[src/rtl/vga_timing.sv]
// -----------------------------------------------------------------------------
// vga_timing
//
// Free-running raster timing generator for 800x600 @ 60 Hz on a 40 MHz pixel
// clock. It produces the count/sync/blank bundle that feeds the first stage of
// the overlay pipeline, plus a one-cycle frame_start pulse at pixel (0,0).
//
// Ports
//    clk          in   pixel clock, rising edge
//    rst          in   asynchronous reset, active-low (0 = reset)
//    hcount_out   out  [10:0] current pixel column, 0..H_TOTAL-1
//    hsync_out    out  horizontal sync, active level given by SYNC_POL
//    hblnk_out    out  1 while hcount_out >= H_VISIBLE
//    vcount_out   out  [10:0] current line, 0..V_TOTAL-1
//    vsync_out    out  vertical sync, active level given by SYNC_POL
//    vblnk_out    out  1 while vcount_out >= V_VISIBLE
//    frame_start  out  one-cycle pulse when the counters wrap to (0,0)
//
// Every output is a flop. Flags are decoded from the next-state counts and
// registered in the same edge as the counts, so each flag lines up exactly
// with the hcount_out/vcount_out presented alongside it. Both totals must fit
// in the 11-bit counters (<= 2048).
// -----------------------------------------------------------------------------
module vga_timing #(
   parameter int H_VISIBLE = 800,
   parameter int H_FRONT   = 40,
   parameter int H_SYNC    = 128,
   parameter int H_BACK    = 88,
   parameter int V_VISIBLE = 600,
   parameter int V_FRONT   = 1,
   parameter int V_SYNC    = 4,
   parameter int V_BACK    = 23,
   parameter bit SYNC_POL  = 1'b1
) (
   input  logic        clk,
   input  logic        rst,
   output logic [10:0] hcount_out,
   output logic        hsync_out,
   output logic        hblnk_out,
   output logic [10:0] vcount_out,
   output logic        vsync_out,
   output logic        vblnk_out,
   output logic        frame_start
);

   localparam int H_TOTAL = H_VISIBLE + H_FRONT + H_SYNC + H_BACK;
   localparam int V_TOTAL = V_VISIBLE + V_FRONT + V_SYNC + V_BACK;

   localparam logic [10:0] H_LAST       = 11'(H_TOTAL - 1);
   localparam logic [10:0] H_VIS        = 11'(H_VISIBLE);
   localparam logic [10:0] H_SYNC_START = 11'(H_VISIBLE + H_FRONT);
   localparam logic [10:0] H_SYNC_END   = 11'(H_VISIBLE + H_FRONT + H_SYNC);

   localparam logic [10:0] V_LAST       = 11'(V_TOTAL - 1);
   localparam logic [10:0] V_VIS        = 11'(V_VISIBLE);
   localparam logic [10:0] V_SYNC_START = 11'(V_VISIBLE + V_FRONT);
   localparam logic [10:0] V_SYNC_END   = 11'(V_VISIBLE + V_FRONT + V_SYNC);

   logic [10:0] hCount_q, hCount_d;
   logic [10:0] vCount_q, vCount_d;
   logic        hSync_q, hSync_d;
   logic        vSync_q, vSync_d;
   logic        hBlnk_q, hBlnk_d;
   logic        vBlnk_q, vBlnk_d;
   logic        frameStart_q, frameStart_d;
   logic        hWrap;

   // Next-state counts and the flags decoded from them. Decoding the next
   // counts (rather than the current ones) is what lets the flags land in the
   // same register stage as the counts with zero skew. The line counter only
   // moves on the cycle the pixel counter wraps, so vsync/vblnk edges always
   // coincide with hcount_out = 0.
   always_comb begin
      hWrap        = (hCount_q == H_LAST);
      hCount_d     = hWrap ? 11'd0 : hCount_q + 11'd1;
      vCount_d     = vCount_q;
      if (hWrap) begin
         vCount_d  = (vCount_q == V_LAST) ? 11'd0 : vCount_q + 11'd1;
      end
      hBlnk_d      = (hCount_d >= H_VIS);
      vBlnk_d      = (vCount_d >= V_VIS);
      hSync_d      = ((hCount_d >= H_SYNC_START) && (hCount_d < H_SYNC_END))
                     ? SYNC_POL : ~SYNC_POL;
      vSync_d      = ((vCount_d >= V_SYNC_START) && (vCount_d < V_SYNC_END))
                     ? SYNC_POL : ~SYNC_POL;
      frameStart_d = hWrap && (vCount_q == V_LAST);
   end

   // Single register stage for the whole bundle. Reset parks the raster at
   // (0,0) with syncs inactive; the reset state itself is not a frame start,
   // so the first pulse only appears at the first natural wrap.
   always_ff @(posedge clk or negedge rst) begin
      if (!rst) begin
         hCount_q     <= 11'd0;
         vCount_q     <= 11'd0;
         hSync_q      <= ~SYNC_POL;
         vSync_q      <= ~SYNC_POL;
         hBlnk_q      <= 1'b0;
         vBlnk_q      <= 1'b0;
         frameStart_q <= 1'b0;
      end else begin
         hCount_q     <= hCount_d;
         vCount_q     <= vCount_d;
         hSync_q      <= hSync_d;
         vSync_q      <= vSync_d;
         hBlnk_q      <= hBlnk_d;
         vBlnk_q      <= vBlnk_d;
         frameStart_q <= frameStart_d;
      end
   end

   assign hcount_out  = hCount_q;
   assign vcount_out  = vCount_q;
   assign hsync_out   = hSync_q;
   assign vsync_out   = vSync_q;
   assign hblnk_out   = hBlnk_q;
   assign vblnk_out   = vBlnk_q;
   assign frame_start = frameStart_q;

endmodule

[config.mk]
export PLATFORM = sky130hd
export DESIGN_NAME = vga_timing
export DESIGN_NICKNAME = d
export VERILOG_FILES = /design/src/rtl/vga_timing.sv
export SDC_FILE = /design/constraint.sdc
export NUM_CORES = 1
export LEC_CHECK = 0
export BUFFER_PORTS_ARGS = -buffer_cell sky130_fd_sc_hd__buf_2
export CAP_MARGIN = 10
export CELL_PAD_IN_SITES_DETAIL_PLACEMENT = 2
export CELL_PAD_IN_SITES_GLOBAL_PLACEMENT = 2
export CORE_MARGIN = 1.5
export CORE_UTILIZATION = 37
export DETAILED_ROUTE_END_ITERATION = 8
export GPL_TIMING_DRIVEN = 1
export HOLD_SLACK_MARGIN = 0.05
export PLACE_DENSITY = 0.95
export SYNTH_ARGS = -nofsm -noshare
export SYNTH_HDL_FRONTEND = slang
export SYNTH_SLANG_ARGS = --single-unit
[constraint.sdc]
create_clock -name clk -period 3.3 [get_ports clk]
set_input_delay 0.66 -clock clk [delete_from_list [all_inputs] [get_ports clk]]
set_output_delay 0.66 -clock clk [all_outputs]
set_load 0.01 [all_outputs]
# Yosys cells after proc, flatten, opt, wreduce, memory -nomap -nowiden
# Index checks and enable logic that the tools add are counted.
[totals]
ff_bits = 27
input_bits = 2
output_inout_bits = 27
elab_cells = 25
[op_classes]
n_addsub = 2
magnitude_cmp = 6
eq_ne = 2
muxes = 5
reduce_logical = 3
[op_table]
columns = ["op", "n"]
rows = [
  ["$ge A11 B10 Y1 const B", 4],
  ["$mux W11", 3],
  ["$add A11 B1 Y11 const B", 2],
  ["$lt A11 B10 Y1 const B", 2],
  ["$eq A11 B10 Y1 const B", 1],
  ["$eq A11 B11 Y1 const B", 1],
  ["$logic_and A1 B1 Y1", 3],
  ["$mux W1", 2],
]

# Longest topological paths before layout
[depth]
word_depth = 6
ltp_mapped = 9
mapped_depth_nobuf = 7

# Worst setup path before layout
# No wires, ideal clock.
[synth_path]
path_kind = "reg-to-reg"
start = "register vCount_q[0], in the netlist vcount_out[0]"
end = "register vSync_q, in the netlist vsync_out"
setup_ns = 0.133
arrival_ns = 2.104
t_required_ns = 3.167
path_slack_ns = 1.062
path_stages_with_launch = 9
path_buffers = 1
synth_period_minus_slack_ns = 2.238
path_cell_list = "dfrtp_1 > ha_1 > clkbuf_1 > nor4b_4 > nand3_1 > a31o_1 > a221oi_1 > o21ai_1 > nor4b_2"
[synth_between]
elab_chain_len = 6
elab_cells_between_ends = 8
classes_between = "1 x add/sub; 2 x order compare; 1 x eq/ne; 3 x mux; 1 x reduce/logical"
[synth_rtl]
columns = ["element", "line_no", "source"]
rows = [
  ["start, declared", "60", "logic [10:0] vCount_q, vCount_d;"],
  ["start signal, assigned", "103", "vCount_q <= vCount_d;"],
  ["$add A11 B1 Y11 / $eq A11 B10 Y1 (equally long branches)", "78", "vCount_d = (vCount_q == V_LAST) ? 11'd0 : vCount_q + 11'd1;"],
  ["$mux W11", "78", ""],
  ["$mux W11 *", "77", "if (hWrap) begin"],
  ["$ge A11 B10 Y1 / $lt A11 B10 Y1 (equally long branches)", "84", "vSync_d = ((vCount_d >= V_SYNC_START) && (vCount_d < V_SYNC_END))"],
  ["$logic_and A1 B1 Y1 *", "84", ""],
  ["$mux W1 *", "85", "? SYNC_POL : ~SYNC_POL;"],
  ["via vSync_d", "62", "logic vSync_q, vSync_d;"],
  ["end signal, assigned", "97", "vSync_q <= ~SYNC_POL;"],
  ["end signal, assigned", "105", "vSync_q <= vSync_d;"],
  ["end, declared", "62", ""],
]
# The timed path passes the listed nets; every way through them passes the cells marked *.

# Worst setup path in the final report
[layout_path]
start = "register hCount_q[0], in the netlist hcount_out[0]"
end = "register vSync_q, in the netlist vsync_out"
[layout_between]
elab_chain_len = 5
elab_cells_between_ends = 6
classes_between = "2 x order compare; 1 x eq/ne; 2 x mux; 1 x reduce/logical"
[layout_rtl]
columns = ["element", "line_no", "source"]
rows = [
  ["start, declared", "59", "logic [10:0] hCount_q, hCount_d;"],
  ["start signal, assigned", "102", "hCount_q <= hCount_d;"],
  ["$eq A11 B11 Y1 *", "74", "hWrap = (hCount_q == H_LAST);"],
  ["$mux W11 *", "77", ""],
  ["via vCount_d[6]", "60", ""],
  ["$ge A11 B10 Y1 / $lt A11 B10 Y1 (equally long branches)", "84", ""],
  ["$logic_and A1 B1 Y1 *", "84", ""],
  ["$mux W1 *", "85", ""],
  ["via vSync_d", "62", ""],
]
# Marked as above.

==> reports/metrics.yaml <==
clock_tree:
  cts_sinks: 27
  cts-root-buf: "clkbuf_8"
  cts_max_path_buffers: 2
  post-cts-setup-buffer-count: 0
  ctsHoldBuffers: 0
  clk_pin_slew_ns: 0.10
  htree_levels: 1
  worstSkewPairLatency_ns: 0.28
  cts_tree: "yes"
  cts_buffers: 3
  cts_resized: 0
sta:
  setup_viol: 0
  finalHoldViolations: 0
  hold_slack_ns: 0.385
  worst_slew_pin_slew_ns: 0.636
  setup-tns-final_ns: 0
  fmax_ghz: 0.374
  timing.slew.headroom: 0.576
  fin_worst_skew_ns: 0.00181
  maxSlewViolCount: 0
  rsz0062_at_grt: "false"
  finalCritPeriodShare: 0.810
  period_minus_slack_ns: 2.67
logic_synthesis:
  synth.distinct_cells: 46
  ys_ff_latch: 27
  postSynthCellCount: 165
  synth_edf_count: 0
  postSynth.asyncResetShare: 1.00
  synthFlopType: "dfrtp_1"
  ys_seq_area_frac: 0.418
  synth.largest_area_cell: "dfrtp_1"
  synthTopCellsByArea: "dfrtp_1, xor2_1, nand2_1"
  avgSynthCellArea_um2: 9.80
  syn-num-nets: 169
  synth_top_area_frac: 0.418
  syn_area_mm2: 0.00162
  synth_warnings: 0
floorplan:
  rows: 23
  core_area_mm2: 0.00412
  start_util: 0.393
  die_h_um: 69.1
  die_area_mm2: 0.00478
  dieWidth_um: 69.1
  num_io_pins: 29
critical_path:
  r2r_start: "hcount_out[0]"
  r2r_end: "vsync_out"
  cp.arrival_ns: 2.87
  crit_chain: "ha_1 > and4_1 > nand3_1 > o41ai_2 > nand3_2 > nor4b_2"
  end_kind: "register"
  startpoint_type: "register"
  worstPathRequired_ns: 3.50
  critPathKind: "register to register"
  r2r_slack_ns: 0.63
  crit_path_top_delay_cell: "o41ai_2"
  max_stage_delay_ns: 0.65
  cp_max_fo: 11
  reg2reg_depth: 6
detailed_routing:
  wl_um: 4760
  routed-wl-met3_um: 130
  drt-met1-wl_um: 2130
  dr.max_layer_used: "met4"
  vias_per_cell: 5.98
  wl_per_cell_um: 20.2
  firstDrtPassIters: 4
  drcViolationCount: 0
  drt_iter0_drc: 46
  vias: 1411
  met2_length_um: 2380
  postRouteAntennaNets: 0
place:
  port_buffers: 28
  gp_congestion: 0.858
  dp_hpwl_um: 3500
global_route:
  track_usage: 0.210
  grt_pass1_wl_um: 7980
  grt_pass1_vias: 1513
  antenna_found_initial: 0
  grt-ovfl-total: 0
  grt_max_degree: 28
layout:
  antennaDiodeCount: 0
  final_common_cell: "buf_2"
  fillerInstances: 463
  mostFrequentLayoutCells: "buf_2, dfrtp_1, nand2_1, nor2_1, nand3_1"
  nets: 191
  area_growth_pct: 10.8
  layout-drive-gt1-share: 0.237
min_path:
  hp-class: "input port to asynchronous set/reset pin"
pwr:
  ir_worst_vdd_mv: 0.198
  leakage_nw: 0.868
  powerDensity_mw_per_mm2: 300
flow_run:
  maxCapViolations: 0
status:
  outcome: "finished clean"
worst max-delay path: cells and delay by family (launching register included):
kind / cells / cell delay, ns
AO/OA/AOI/OAI: 1 / 0.65
flip-flops: 1 / 0.43
AND/OR/NAND/NOR: 4 / 1.19
adder cells (fa/ha/maj): 1 / 0.31
how the worst max path moves through the flow:
stage | from | slack (ns) | endpoint | cells past startpoint
2_1_floorplan | vcount_out[0] | 1.06 | vsync_out | 8
3_3_place_gp | hcount_out[0] | 0.89 | vsync_out | 6
3_5_place_dp | hcount_out[0] | 0.69 | vsync_out | 6
4_1_cts | hcount_out[0] | 0.65 | vsync_out | 6
5_1_grt | hcount_out[0] | 0.43 | vsync_out | 6
6_report | hcount_out[0] | 0.63 | vsync_out | 6
report_power, final:
| group | switching (mW) | internal [mW] | total [mW] |
|---|---|---|---|
| registers | 0 | 0.331 | 0.331 |
| logic | 0.00654 | 0.000424 | 0.00696 |
| clock network | 0.113 | 0.0871 | 0.200 |
| total | 0.120 | 0.418 | 0.538 |
routing by layer:
metal | GRT usage | up-vias
met2 | 0.355 | 33
met4 | 0.0806 | 0
met1 | 0.268 | 733
met5 | 0 | -
met3 | 0.0322 | 11
li1 | - | 634
flip-flops by register name, indices dropped and copies added, names as in the netlist:
| register | count |
|---|---|
| hcount_out | 11 |
| vcount_out | 11 |
| frame_start | 1 |
| hblnk_out | 1 |
| hsync_out | 1 |
| vblnk_out | 1 |
| vsync_out | 1 |
area by class of cell:
class                   count  area, µm²  area share
multi-input cells         122        851       0.475
flip-flops and latches     27        676       0.377
repair buffers             28        140      0.0782
well taps                  50       62.6      0.0349
clock buffers               4       45.0      0.0251
inverters                   5       18.8      0.0105
kinds of logic (layout without fill, tap and decap cells):
| kind of cell | Yosys count | after routing | synth area share |
|---|---|---|---|
| adder cells (fa/ha/maj) | 2 | 2 | 0.0155 |
| AND/OR/NAND/NOR | 70 | 70 | 0.263 |
| flip-flops | 27 | 27 | 0.418 |
| buffers and inverters | 16 | 37 | 0.0565 |
| XOR/XNOR | 15 | 15 | 0.0812 |
| AO/OA/AOI/OAI | 35 | 35 | 0.166 |
cell usage after synthesis, drive strengths merged (3+ instances only):
| cell | number |
|---|---|
| inv | 5 |
| and4 | 3 |
| nor3b | 3 |
| nor2 | 12 |
| a21oi | 7 |
| xnor2 | 4 |
| clkbuf | 5 |
| o31ai | 4 |
| and3 | 7 |
| nor3 | 4 |
| nand2 | 18 |
| nor4b | 3 |
| o21ai | 9 |
| xor2 | 11 |
| nand3 | 13 |
| nand4 | 3 |
| buf | 6 |
| dfrtp | 27 |
metrics by stage:
stage          power [mW]  utilization  worst slack (ns)  instances  area [µm²]
2_1_floorplan       0.337            -              1.06        165        1620
6_report            0.538        0.436             0.627        236        1790
5_1_grt             0.560        0.436             0.431        236        1790
4_1_cts             0.543        0.436             0.649        236        1790
3_3_place_gp        0.344        0.425             0.885        232        1750
3_5_place_dp        0.345        0.425             0.690        232        1750
Note: power is estimated with default switching activity, not from simulation.
